--- config.mk ---
export PLATFORM = sky130hd
export DESIGN_NAME = alu_ctrl_seq_flat
export DESIGN_NICKNAME = d
export VERILOG_FILES = /design/src/rtl/alu_ctrl_seq_if.sv /design/src/rtl/alu_ctrl_seq.sv /design/src/flat_wrapper.sv
export SDC_FILE = /design/constraint.sdc
export NUM_CORES = 1
export LEC_CHECK = 0
export BUFFER_PORTS_ARGS = -buffer_cell sky130_fd_sc_hd__buf_2
export CELL_PAD_IN_SITES_DETAIL_PLACEMENT = 1
export CELL_PAD_IN_SITES_GLOBAL_PLACEMENT = 1
export CORE_MARGIN = 5
export CORE_UTILIZATION = 27
export DETAILED_ROUTE_END_ITERATION = 8
export PLACE_DENSITY_LB_ADDON = 0.12
export RECOVER_POWER = 50
export SETUP_SLACK_MARGIN = 0.2
export SLEW_MARGIN = 10
export SYNTH_ARGS = -nofsm -noshare
export SYNTH_HDL_FRONTEND = slang
export SYNTH_SLANG_ARGS = --single-unit
export TNS_END_PERCENT = 5
--- constraint.sdc ---
create_clock -name clk -period 0.8 [get_ports clk]
set_clock_uncertainty 0.05 [all_clocks]
set_input_delay 0.08 -clock clk [delete_from_list [all_inputs] [get_ports clk]]
set_output_delay 0.08 -clock clk [all_outputs]
set_load 0.05 [all_outputs]
--- src/rtl/alu_ctrl_seq_if.sv ---
// Decode request / result bundle between the ID stage and the registered ALU controller,
// including the handshake with the external iterative mul/div unit.
interface alu_ctrl_seq_if #(
  parameter int OP_W = 5
);
  logic            in_valid;
  logic            is_rtype;
  logic [1:0]      ALUOp;
  logic [6:0]      Funct7;
  logic [2:0]      Funct3;
  logic            flush;
  logic            md_done;
  logic [OP_W-1:0] Operation;
  logic            op_valid;
  logic            illegal;
  logic            md_start;
  logic            stall;
  logic            md_err;

  modport master (
    output in_valid, is_rtype, ALUOp, Funct7, Funct3, flush, md_done,
    input  Operation, op_valid, illegal, md_start, stall, md_err
  );

  modport slave (
    input  in_valid, is_rtype, ALUOp, Funct7, Funct3, flush, md_done,
    output Operation, op_valid, illegal, md_start, stall, md_err
  );
endinterface

--- src/rtl/alu_ctrl_seq.sv ---
// Registered ID/EX ALU controller; with ALU_MEXT_EN defined it also sequences RV32M ops
// through an external mul/div unit (IDLE/BUSY FSM with stall, flush abort and timeout).
module alu_ctrl_seq #(
  parameter int OP_W       = 5,
  parameter int MD_TIMEOUT = 40,
  parameter int CNT_W      = $clog2(MD_TIMEOUT + 1)
) (
  input  logic          clk,
  input  logic          rst_n,
  alu_ctrl_seq_if.slave bus
);

  localparam logic [4:0] C_AND     = 5'd0;
  localparam logic [4:0] C_OR      = 5'd1;
  localparam logic [4:0] C_ADD     = 5'd2;
  localparam logic [4:0] C_SUB     = 5'd3;
  localparam logic [4:0] C_SLL     = 5'd4;
  localparam logic [4:0] C_SRL     = 5'd5;
  localparam logic [4:0] C_SRA     = 5'd6;
  localparam logic [4:0] C_XOR     = 5'd7;
  localparam logic [4:0] C_SLT     = 5'd8;
  localparam logic [4:0] C_SLTU    = 5'd9;
  localparam logic [4:0] C_BEQ     = 5'd10;
  localparam logic [4:0] C_BNE     = 5'd11;
  localparam logic [4:0] C_BLT     = 5'd12;
  localparam logic [4:0] C_BGE     = 5'd13;
  localparam logic [4:0] C_BLTU    = 5'd14;
  localparam logic [4:0] C_BGEU    = 5'd15;
  localparam logic [4:0] C_PASSB   = 5'd16;
  localparam logic [4:0] C_HALT    = 5'd17;
  localparam logic [4:0] C_ILLEGAL = 5'd31;

  localparam logic [6:0] F7_BASE = 7'b0000000;
  localparam logic [6:0] F7_ALT  = 7'b0100000;
  localparam logic [6:0] F7_MEXT = 7'b0000001;

  logic [4:0]      dec_code;
  logic            dec_illegal;
  logic            accept;
  logic [OP_W-1:0] operation_reg, operation_next;
  logic            op_valid_reg, op_valid_next;
  logic            illegal_reg, illegal_next;

  always_comb begin
    dec_code = C_ILLEGAL;
    case (bus.ALUOp)
      2'b00: dec_code = C_ADD;
      2'b11: dec_code = C_PASSB;
      2'b01: begin
        case (bus.Funct3)
          3'b000:  dec_code = C_BEQ;
          3'b001:  dec_code = C_BNE;
          3'b010:  dec_code = C_HALT;
          3'b100:  dec_code = C_BLT;
          3'b101:  dec_code = C_BGE;
          3'b110:  dec_code = C_BLTU;
          3'b111:  dec_code = C_BGEU;
          default: dec_code = C_ILLEGAL;
        endcase
      end
      default: begin
        if (bus.is_rtype && bus.Funct7 == F7_MEXT) begin
`ifdef ALU_MEXT_EN
          dec_code = 5'd18 + {2'b00, bus.Funct3};
`else
          dec_code = C_ILLEGAL;
`endif
        end else if (bus.is_rtype && bus.Funct7 != F7_BASE && bus.Funct7 != F7_ALT) begin
          dec_code = C_ILLEGAL;
        end else begin
          case (bus.Funct3)
            3'b000:  dec_code = (bus.is_rtype && bus.Funct7 == F7_ALT) ? C_SUB : C_ADD;
            3'b001:  dec_code = C_SLL;
            3'b010:  dec_code = C_SLT;
            3'b011:  dec_code = C_SLTU;
            3'b100:  dec_code = C_XOR;
            3'b101:  dec_code = (bus.Funct7 == F7_BASE) ? C_SRL :
                                (bus.Funct7 == F7_ALT)  ? C_SRA : C_ILLEGAL;
            3'b110:  dec_code = C_OR;
            default: dec_code = C_AND;
          endcase
        end
      end
    endcase
  end

  assign dec_illegal = (dec_code == C_ILLEGAL);

`ifdef ALU_MEXT_EN
  typedef enum logic {IDLE, BUSY} state_t;

  state_t          state_reg, state_next;
  logic [CNT_W-1:0] cnt_reg, cnt_next;
  logic            md_start_reg, md_start_next;
  logic            md_err_reg, md_err_next;
  logic            stall_w;
  logic            dec_mext;

  assign dec_mext = (dec_code >= 5'd18) && (dec_code <= 5'd25);
  // The done cycle releases the stall, so a new instruction can be taken on that same edge.
  assign stall_w  = (state_reg == BUSY) && !bus.md_done;
  assign accept   = bus.in_valid && !bus.flush && !stall_w;

  always_comb begin
    state_next    = state_reg;
    cnt_next      = cnt_reg;
    md_start_next = 1'b0;
    md_err_next   = 1'b0;
    if (state_reg == BUSY) begin
      cnt_next = cnt_reg + CNT_W'(1);
      if (bus.flush) begin
        state_next = IDLE;
        cnt_next   = '0;
      end else if (bus.md_done) begin
        state_next = IDLE;
      end else if (cnt_reg == CNT_W'(MD_TIMEOUT - 1)) begin
        state_next  = IDLE;
        md_err_next = 1'b1;
      end
    end
    if (accept && dec_mext) begin
      state_next    = BUSY;
      cnt_next      = '0;
      md_start_next = 1'b1;
    end
  end

  always_ff @(posedge clk or negedge rst_n) begin
    if (!rst_n) begin
      state_reg    <= IDLE;
      cnt_reg      <= '0;
      md_start_reg <= 1'b0;
      md_err_reg   <= 1'b0;
    end else begin
      state_reg    <= state_next;
      cnt_reg      <= cnt_next;
      md_start_reg <= md_start_next;
      md_err_reg   <= md_err_next;
    end
  end

  assign bus.stall    = stall_w;
  assign bus.md_start = md_start_reg;
  assign bus.md_err   = md_err_reg;
`else
  logic [CNT_W:0] unused_mext;

  assign unused_mext  = {bus.md_done, {CNT_W{1'b0}}};
  assign accept       = bus.in_valid && !bus.flush;
  assign bus.stall    = 1'b0;
  assign bus.md_start = 1'b0;
  assign bus.md_err   = 1'b0;
`endif

  always_comb begin
    op_valid_next  = accept;
    operation_next = operation_reg;
    illegal_next   = illegal_reg;
    if (accept) begin
      operation_next = OP_W'(dec_code);
      illegal_next   = dec_illegal;
    end
  end

  always_ff @(posedge clk or negedge rst_n) begin
    if (!rst_n) begin
      operation_reg <= '0;
      op_valid_reg  <= 1'b0;
      illegal_reg   <= 1'b0;
    end else begin
      operation_reg <= operation_next;
      op_valid_reg  <= op_valid_next;
      illegal_reg   <= illegal_next;
    end
  end

  assign bus.Operation = operation_reg;
  assign bus.op_valid  = op_valid_reg;
  assign bus.illegal   = illegal_reg;

endmodule
--- src/flat_wrapper.sv ---
// flat-port wrapper written by rule: the top's interface ports become plain ports
module alu_ctrl_seq_flat 
#(
  parameter int OP_W       = 5,
  parameter int MD_TIMEOUT = 40,
  parameter int CNT_W      = $clog2(MD_TIMEOUT + 1)
)
  (clk, rst_n, bus_in_valid, bus_is_rtype, bus_ALUOp, bus_Funct7, bus_Funct3, bus_flush, bus_md_done, bus_Operation, bus_op_valid, bus_illegal, bus_md_start, bus_stall, bus_md_err);
  alu_ctrl_seq_if #(.OP_W(OP_W)) bus_i ();
  input  logic clk;
  input  logic rst_n;
  input wire logic [$bits(bus_i.in_valid)-1:0] bus_in_valid;
  input wire logic [$bits(bus_i.is_rtype)-1:0] bus_is_rtype;
  input wire logic [$bits(bus_i.ALUOp)-1:0] bus_ALUOp;
  input wire logic [$bits(bus_i.Funct7)-1:0] bus_Funct7;
  input wire logic [$bits(bus_i.Funct3)-1:0] bus_Funct3;
  input wire logic [$bits(bus_i.flush)-1:0] bus_flush;
  input wire logic [$bits(bus_i.md_done)-1:0] bus_md_done;
  output wire logic [$bits(bus_i.Operation)-1:0] bus_Operation;
  output wire logic [$bits(bus_i.op_valid)-1:0] bus_op_valid;
  output wire logic [$bits(bus_i.illegal)-1:0] bus_illegal;
  output wire logic [$bits(bus_i.md_start)-1:0] bus_md_start;
  output wire logic [$bits(bus_i.stall)-1:0] bus_stall;
  output wire logic [$bits(bus_i.md_err)-1:0] bus_md_err;
  assign bus_i.in_valid = bus_in_valid;
  assign bus_i.is_rtype = bus_is_rtype;
  assign bus_i.ALUOp = bus_ALUOp;
  assign bus_i.Funct7 = bus_Funct7;
  assign bus_i.Funct3 = bus_Funct3;
  assign bus_i.flush = bus_flush;
  assign bus_i.md_done = bus_md_done;
  assign bus_Operation = bus_i.Operation;
  assign bus_op_valid = bus_i.op_valid;
  assign bus_illegal = bus_i.illegal;
  assign bus_md_start = bus_i.md_start;
  assign bus_stall = bus_i.stall;
  assign bus_md_err = bus_i.md_err;
  alu_ctrl_seq #(.OP_W(OP_W), .MD_TIMEOUT(MD_TIMEOUT), .CNT_W(CNT_W)) u_core (.clk(clk), .rst_n(rst_n), .bus(bus_i));
endmodule
* Yosys cells after proc, flatten, opt, wreduce, memory -nomap -nowiden
Cells that the tools add are included.
** Storage, ports and cells
- Register bits after elaboration :: 7
- Logic and storage cells :: 34
- Input port bits :: 18
- Output and inout port bits :: 10
** Operators by class
- Equality and inequality tests :: 13
- Reductions and logical operators :: 10
- Muxes and demuxes :: 8
** Operators by type and width (number)
- 5-bit one-hot mux with 7 select lines :: 2
- 5-bit 2-to-1 mux :: 4
- 5-bit one-hot mux with 3 select lines :: 1
- 3-bit equality test (second input constant) :: 4
- 7-bit by 1-bit equality test with 1-bit output (second input constant) :: 1
- 7-bit by 6-bit equality test with 1-bit output (second input constant) :: 1
- 7-bit logical NOT :: 1
- 7-bit by 6-bit != test with 1-bit output (second input constant) :: 1
- 7-bit nonzero test :: 1
- 3-bit by 2-bit equality test with 1-bit output (second input constant) :: 2
- 5-bit equality test (second input constant) :: 1
- 1-bit logical AND :: 5
- 3-bit by 1-bit equality test with 1-bit output (second input constant) :: 1
- 3-bit logical NOT :: 1
- 2-bit by 1-bit equality test with 1-bit output (second input constant) :: 1
- 2-bit equality test (second input constant) :: 1
- 2-bit logical NOT :: 1
- 1-bit logical NOT :: 1
- 1-bit 2-to-1 mux :: 1

* Depth between registers and ports, before layout
Gate-level depths: netlist of run 1.
- Depth in word-level cells :: 8
- Depth in mapped cells :: 5
- Gate-level depth less buffers :: 4

* Worst setup path after synthesis of run 1
Ideal clock, no wire load.
- Kind :: flip-flop to flip-flop
- From :: register, netlist name u_core.bus.Operation[0]
- To :: register u_core.operation_reg[0] (netlist: u_core.bus.Operation[0])
- Clock period less this slack :: 0.989 ns
- Path slack :: -0.189 ns
- Data arrival time :: 0.857 ns
- Cell stages (with the launch flop) :: 3
- Cell sequence :: dfrtp_1 > o2bb2ai_1 > a31oi_1
** RTL lines
- to (signal assigned) :: RTL line alu_ctrl_seq.sv:171 : operation_reg <= operation_next;
- to (decl) :: RTL line alu_ctrl_seq.sv:40 : logic [OP_W-1:0] operation_reg, operation_next;

* Final worst setup path of run 1
- From :: register u_core.operation_reg[3] (netlist: u_core.bus.Operation[3])
- To :: output bus_Operation[3]
** RTL lines
- to (decl) :: RTL line flat_wrapper.sv:19 : output wire logic [$bits(bus_i.Operation)-1:0] bus_Operation;
No word-level cell between the ends.

==> results of run 1 <==
## worst min path at each step
stage	startpoint	depth (start not counted)	slack, ps	endpoint
floorplan	rst_n	0	-270	u_core.bus.Operation[0]$_DFFE_PN0P_
global placement	rst_n	1	-130	u_core.bus.Operation[2]$_DFFE_PN0P_
detailed placement	rst_n	1	-120	u_core.bus.illegal$_DFFE_PN0P_
CTS	bus_is_rtype	3	80	u_core.bus.Operation[0]$_DFFE_PN0P_
global route	bus_is_rtype	3	110	u_core.bus.Operation[0]$_DFFE_PN0P_
finish	bus_is_rtype	3	100	u_core.bus.Operation[0]$_DFFE_PN0P_
## cell usage after synthesis, drive strengths merged, types with 2 or more instances
cell    instances  share of area
nor2            3          0.021
a21o            2          0.033
nand4           2          0.023
nor2b           3          0.040
nand2           8          0.056
dfrtp           7           0.33
nand2b          2          0.023
a31oi           3          0.035
and2b           2          0.037
nor3b           2          0.028
o21ai           7          0.065
inv             3          0.021
buf             5          0.084
## what timing repair did
action | 4_1_cts | 5_1_grt
cloned | 0 | 0
setup endpoints to repair | 13 | 13
hold buffers | 1 | 0
hold endpoints to repair | 7 | 0
pin swaps | 6 | 5
gates resized for setup | 18 | 1
## layout by cell type (no fill, tap or decap), types with 2 or more instances in the layout
cell      instances
buf_2            13
buf_4            12
buf_6             9
nand2_1           8
o21ai_1           6
dfrtp_1           5
inv_1             3
nor2_1            3
a31oi_1           3
conb_1            3
clkbuf_4          3
nand2b_1          2
a21o_2            2
and2b_4           2
nor2b_1           2
nand4_1           2
clkbuf_1          2
dfrtp_2           2
## report_power, final
group          leakage [nW]  internal, mW  switching (mW)
clock network        0.0150         0.190           0.121
logic                 0.297         0.231           0.343
registers            0.0846         0.404          0.0336
total                 0.396         0.825           0.497
## layer usage
metal	routed length [um]	global-route usage
met1	650	0.131
met2	756	0.197
met3	70	0.0163
met4	10	0.0622
met5	0	0
## cell families after synthesis
group,Yosys count
AO/OA/AOI/OAI,19
buffers and inverters,9
flip-flops,7
other,1
AND/OR/NAND/NOR,27
## per-stage QoR
| step | setup TNS, ps | std cells |
|---|---|---|
| 2_1_floorplan | -653 | 65 |
| 3_3_place_gp | -1890 | 121 |
| 3_5_place_dp | -2030 | 121 |
| 4_1_cts | -1430 | 126 |
| 5_1_grt | -1720 | 126 |
| 6_report | -1190 | 126 |
## final cells by class
| class | count | area (um^2) | share of cell area |
|---|---|---|---|
| Clock buffer | 4 | 26.3 | 0.0312 |
| Inverter | 3 | 11.3 | 0.0134 |
| Multi-Input combinational cell | 49 | 323 | 0.383 |
| Sequential cell | 7 | 178 | 0.211 |
| Tap cell | 27 | 33.8 | 0.0401 |
| Timing Repair Buffer | 36 | 270 | 0.321 |
==> impl_results.md, run 1 <==
* Die area at 2990 um^2
* Pre-CTS setup slack at -389 ps
* Starting Density at 0.280
* WP buf/inv at 1
* Post-CTS Repair Setup Buffers at 0
* Post-synthesis simple-gate area fraction at 0.314
* Total power at 1.32 mW
* Clock H-tree levels at 1
* Setup ws final at -132 ps
* Clk pin slew, worst setup/hold paths at 50 ps
* Worst setup startpoint: u_core.bus.Operation[3]$_DFFE_PN0P_
* Vias at about 570
* CTS Buf Count at 3
* Yosys cell types at 29
* WS Path Type: flop to output port
* Post-synth top flop: dfrtp_1
* Slowest-stage cell, CP: dfrtp_2
* Global-route wire length before repair at 2390 um
* Fin area at about 840 um^2
* Ratio of cells with drive above 1 in the final layout at 0.485
* Critical Path RT at 670 ps
* P_leak at just under 0.4 nW
* Final hold vios at 0
* R2R depth at 2
* Mean number of vias per cell at 4.49
* Synth Area in Compound Gates at 0.240
* GRT Total Usage at 0.113
* Worst r2r src: u_core.bus.Operation[0]$_DFFE_PN0P_
* Xor/xnor share of the synthesized area at 0
* Post-Synthesis Cells at 63
* Max-cap viol count at 0
* Syn Std Cell Area at 538 um^2
* Post-Route WL at roughly 1500 um
* Crit-path cells: buf_6
* Clock buffer depth at 2
* Final Util at 0.438
* Largest family of logic cells by synthesized area: simple AND/OR/NAND/NOR gates
* Internal reg-to-reg setup slack at ~30 ps
* Critical path arrival at 800 ps
* # diodes at 0
* Top delay family on crit path: flip-flops
* Power Density at between 1500 and 2000 nW/um^2
* Crit path depth at 1
* Mux contribution to synthesized area at 0
* Routed Antenna Nets at 0
* Synth Area in Adders at 0
* Final slew viol count at 0
* Hold WS at 96.0 ps
* Synth-to-Final Area Change at 56.5%
* Post-synthesis sequential area ratio at 0.326
* Final nets at ~120
* Ports at 28
* Startpoint Class: flop
* Die span in x at 54.6 um
* Die Ht at around 55 um
* Final HPWL DP at between 1000 and 1500 um
* Initial antenna violation count at 0
* Root buffer cell: clkbuf_4
* Largest net degree at the start of global routing at 9
* R2R Path End: u_core.bus.Operation[0]$_DFFE_PN0P_
* Initial DRC Count at 5
* DRT Pass-1 Iters at 2
* Post-synth EDFFs at 0
* GPL Wtd Cong at a little under 0.7
* Final setup fails at 13
* Fin crit share at 1.16
* Final min period at ~930 ps
* Failing checks: setup timing
* Core ar. at between 1500 and 2000 um^2
* Row cnt at 16
* Hold WC Path Type: input port to flop
* Slowest cell delay on critical path at approximately 400 ps
* RSZ-0062 raised after global routing: true
* Flop and latch count out of synthesis at 7
* Ys async rst share at 1.00
* Grt total ovfl at 0
* Drt wl/cell at around 12 um
* Ys Warns at 0
* Placed Area at around 740 um^2
* Status: finished with violations
* CTS tree: done
* Worst Setup EP: bus_Operation[3]
* # fillers at 260
* Crit-path max FO at 2
* Port Buf Inserts at 23
* CP endpoint kind: output port
* Avg Inst Size Synth at between 8 and 9 um^2
* CTS sink count at 7
* DRC Markers at 0
* Fmax at roughly 1100 MHz
* Worst skew pair latency at roughly 240 ps
* Largest register FFs at 5
* Vias in the first global route at approximately 570
* Peak supply drop at roughly 560 uV
Note: power is estimated with default switching activity, not from simulation.
==> inputs of run 2 (changes only) <==
CORE_MARGIN = 2   (was 5)
==> impl_results.md, run 2 (same netlist as run 1, synthesis figures left out) <==
* Vias in the first global route at 633 (+12%)
* Crit-path cells: buf_8
* WP buf/inv at 1 (unchanged)
* Final hold vios at 0 (unchanged)
* Commonest non-fill, non-tap cells in the layout: 13 x buf_2, 13 x buf_4, 8 x nand2_1, 8 x buf_6, 6 x o21ai_1
* Crit-path max FO at 2 (unchanged)
* Root buffer cell: clkbuf_4
* Clk pin slew, worst setup/hold paths at 50 ps (about the same)
* GRT Total Usage at 0.148 (+0.0348)
* Post-Route WL at 1470 um (-1.5%)
* RSZ-0062 raised after global routing: true
* Port Buf Inserts at 23 (unchanged)
* # diodes at 0 (unchanged)
* Final Util at 0.450 (+0.0117)
* Grt total ovfl at 0 (unchanged)
* Synth-to-Final Area Change at 60.7%
* Hold WS at 92.4 ps (-3.62 ps)
* Final nets at 119 (+0.85%)
* Fmax at 1060 MHz (-1.7%)
* Max-cap viol count at 0 (unchanged)
* Highest metal used: met4
* Final HPWL DP at 1180 um (-6.2%)
* Hold WC Path Type: input port to flop
* CTS Buf Count at 3 (unchanged)
* Status: finished with violations
* CTS sink count at 7 (unchanged)
* Fin area at 865 um^2 (+2.7%)
* Final setup fails at 13 (unchanged)
* Power Density at 1570 nW/um^2 (about the same)
* Initial antenna violation count at 0 (unchanged)
* Ratio of cells with drive above 1 in the final layout at 0.510 (+0.0252)
* Slowest cell delay on critical path at 410 ps (about the same)
* Global-route wire length before repair at 2720 um (+14%)
* Row cnt at 16 (unchanged)
* # fillers at 259 (-0.38%)
* Fin crit share at 1.18 (+0.0198)
* Startpoint Class: flop
* Setup ws final at -148 ps (-15.8 ps)
* Die Ht at 48.6 um (-11%)
* Final slew viol count at 0 (unchanged)
* Largest net degree at the start of global routing at 9 (unchanged)
* Routed length on met1 at 610 um (-6.2%)
* Starting Density at 0.280 (unchanged)
* Failing checks: setup timing
* Ports at 28 (unchanged)
* Final min period at 948 ps (+15.8 ps)
* Die span in x at 48.6 um (-11%)
* CTS tree: done
* DRT Pass-1 Iters at 4 (+2)
* Initial DRC Count at 4 (-1)
* CP endpoint kind: output port
* Critical Path RT at 670 ps (about the same)
* Die area at 2370 um^2 (-21%)
* P_leak at 0.404 nW (+2.0%)
* Peak supply drop at 634 uV (+13%)
* Core ar. at 1920 um^2 (unchanged)
* Clock H-tree levels at 1 (unchanged)
* Wire length on met3 at 72 um (+2.9%)
* Top delay family on crit path: flip-flops
* WS Path Type: flop to output port
* Routed Antenna Nets at 0 (unchanged)
* Critical path arrival at 820 ps (+20 ps)
* DR WL met2 at 751 um (-0.66%)
* DRC Markers at 0 (unchanged)
* Placed Area at 737 um^2 (unchanged)
* Slowest-stage cell, CP: dfrtp_2
* Vias at 590 (+4.2%)
* Setup TNS at -1140 ps (+49.0 ps)
* Worst skew pair latency at 250 ps (about the same)
* GPL Wtd Cong at 0.714 (+3.3%)
* Clock buffer depth at 2 (unchanged)
* Largest register FFs at 5 (unchanged)
* Drt wl/cell at 11.5 um (-2.3%)
* Mean number of vias per cell at 4.65 (+3.4%)
==> run 2: worst paths after layout <==
kind	startpoint	to	slack, ps	cells after the start
min	bus_is_rtype	u_core.bus.Operation[0]$_DFFE_PN0P_	90	3
min reg2reg	u_core.bus.Operation[1]$_DFFE_PN0P_	u_core.bus.Operation[1]$_DFFE_PN0P_	450	2
max reg2reg	u_core.bus.Operation[0]$_DFFE_PN0P_	u_core.bus.Operation[0]$_DFFE_PN0P_	-80	3
min in group asynchronous	rst_n	u_core.bus.illegal$_DFFE_PN0P_	210	2
max in group asynchronous	rst_n	u_core.bus.Operation[3]$_DFFE_PN0P_	200	2
max	u_core.bus.Operation[0]$_DFFE_PN0P_	bus_Operation[0]	-150	1
==> run 2: layer usage <==
metal / up-vias / GRT usage
li1: 294 / -
met1: 271 / 0.173
met2: 21 / 0.256
met3: 4 / 0.0309
met4: 0 / 0.0714
met5: - / 0
==> run 2: timing repair <==
| item | CTS | global route |
|---|---|---|
| hold buffers | 1 | 0 |
| endpoints found under the setup margin | 13 | 13 |
| pin swaps | 5 | 5 |
| buffers inserted | 1 | 0 |
| gates resized for setup | 19 | 3 |
| hold endpoints to repair | 7 | 0 |
==> run 2: cell type report <==
type                            instances  area, um^2  share of cell area
Clock buffer                            4        26.3              0.0304
Inverter                                3        11.3              0.0130
Multi-Input combinational cell         49         334               0.386
Sequential cell                         7         178               0.205
Tap cell                               27        33.8              0.0391
Timing Repair Buffer                   37         282               0.326
==> run 2: report_power, final <==
part	internal [mW]	switching (mW)
clock network	0.190	0.128
logic	0.251	0.350
registers	0.404	0.0352
total	0.845	0.513
==> run 2: per-stage QoR <==
step	std cells	power [mW]	setup slack, ps
2_1_floorplan	65	0.776	-137
4_1_cts	127	1.38	-153
5_1_grt	127	1.45	-173
3_3_place_gp	121	0.931	-341
6_report	127	1.36	-148
3_5_place_dp	121	0.940	-400
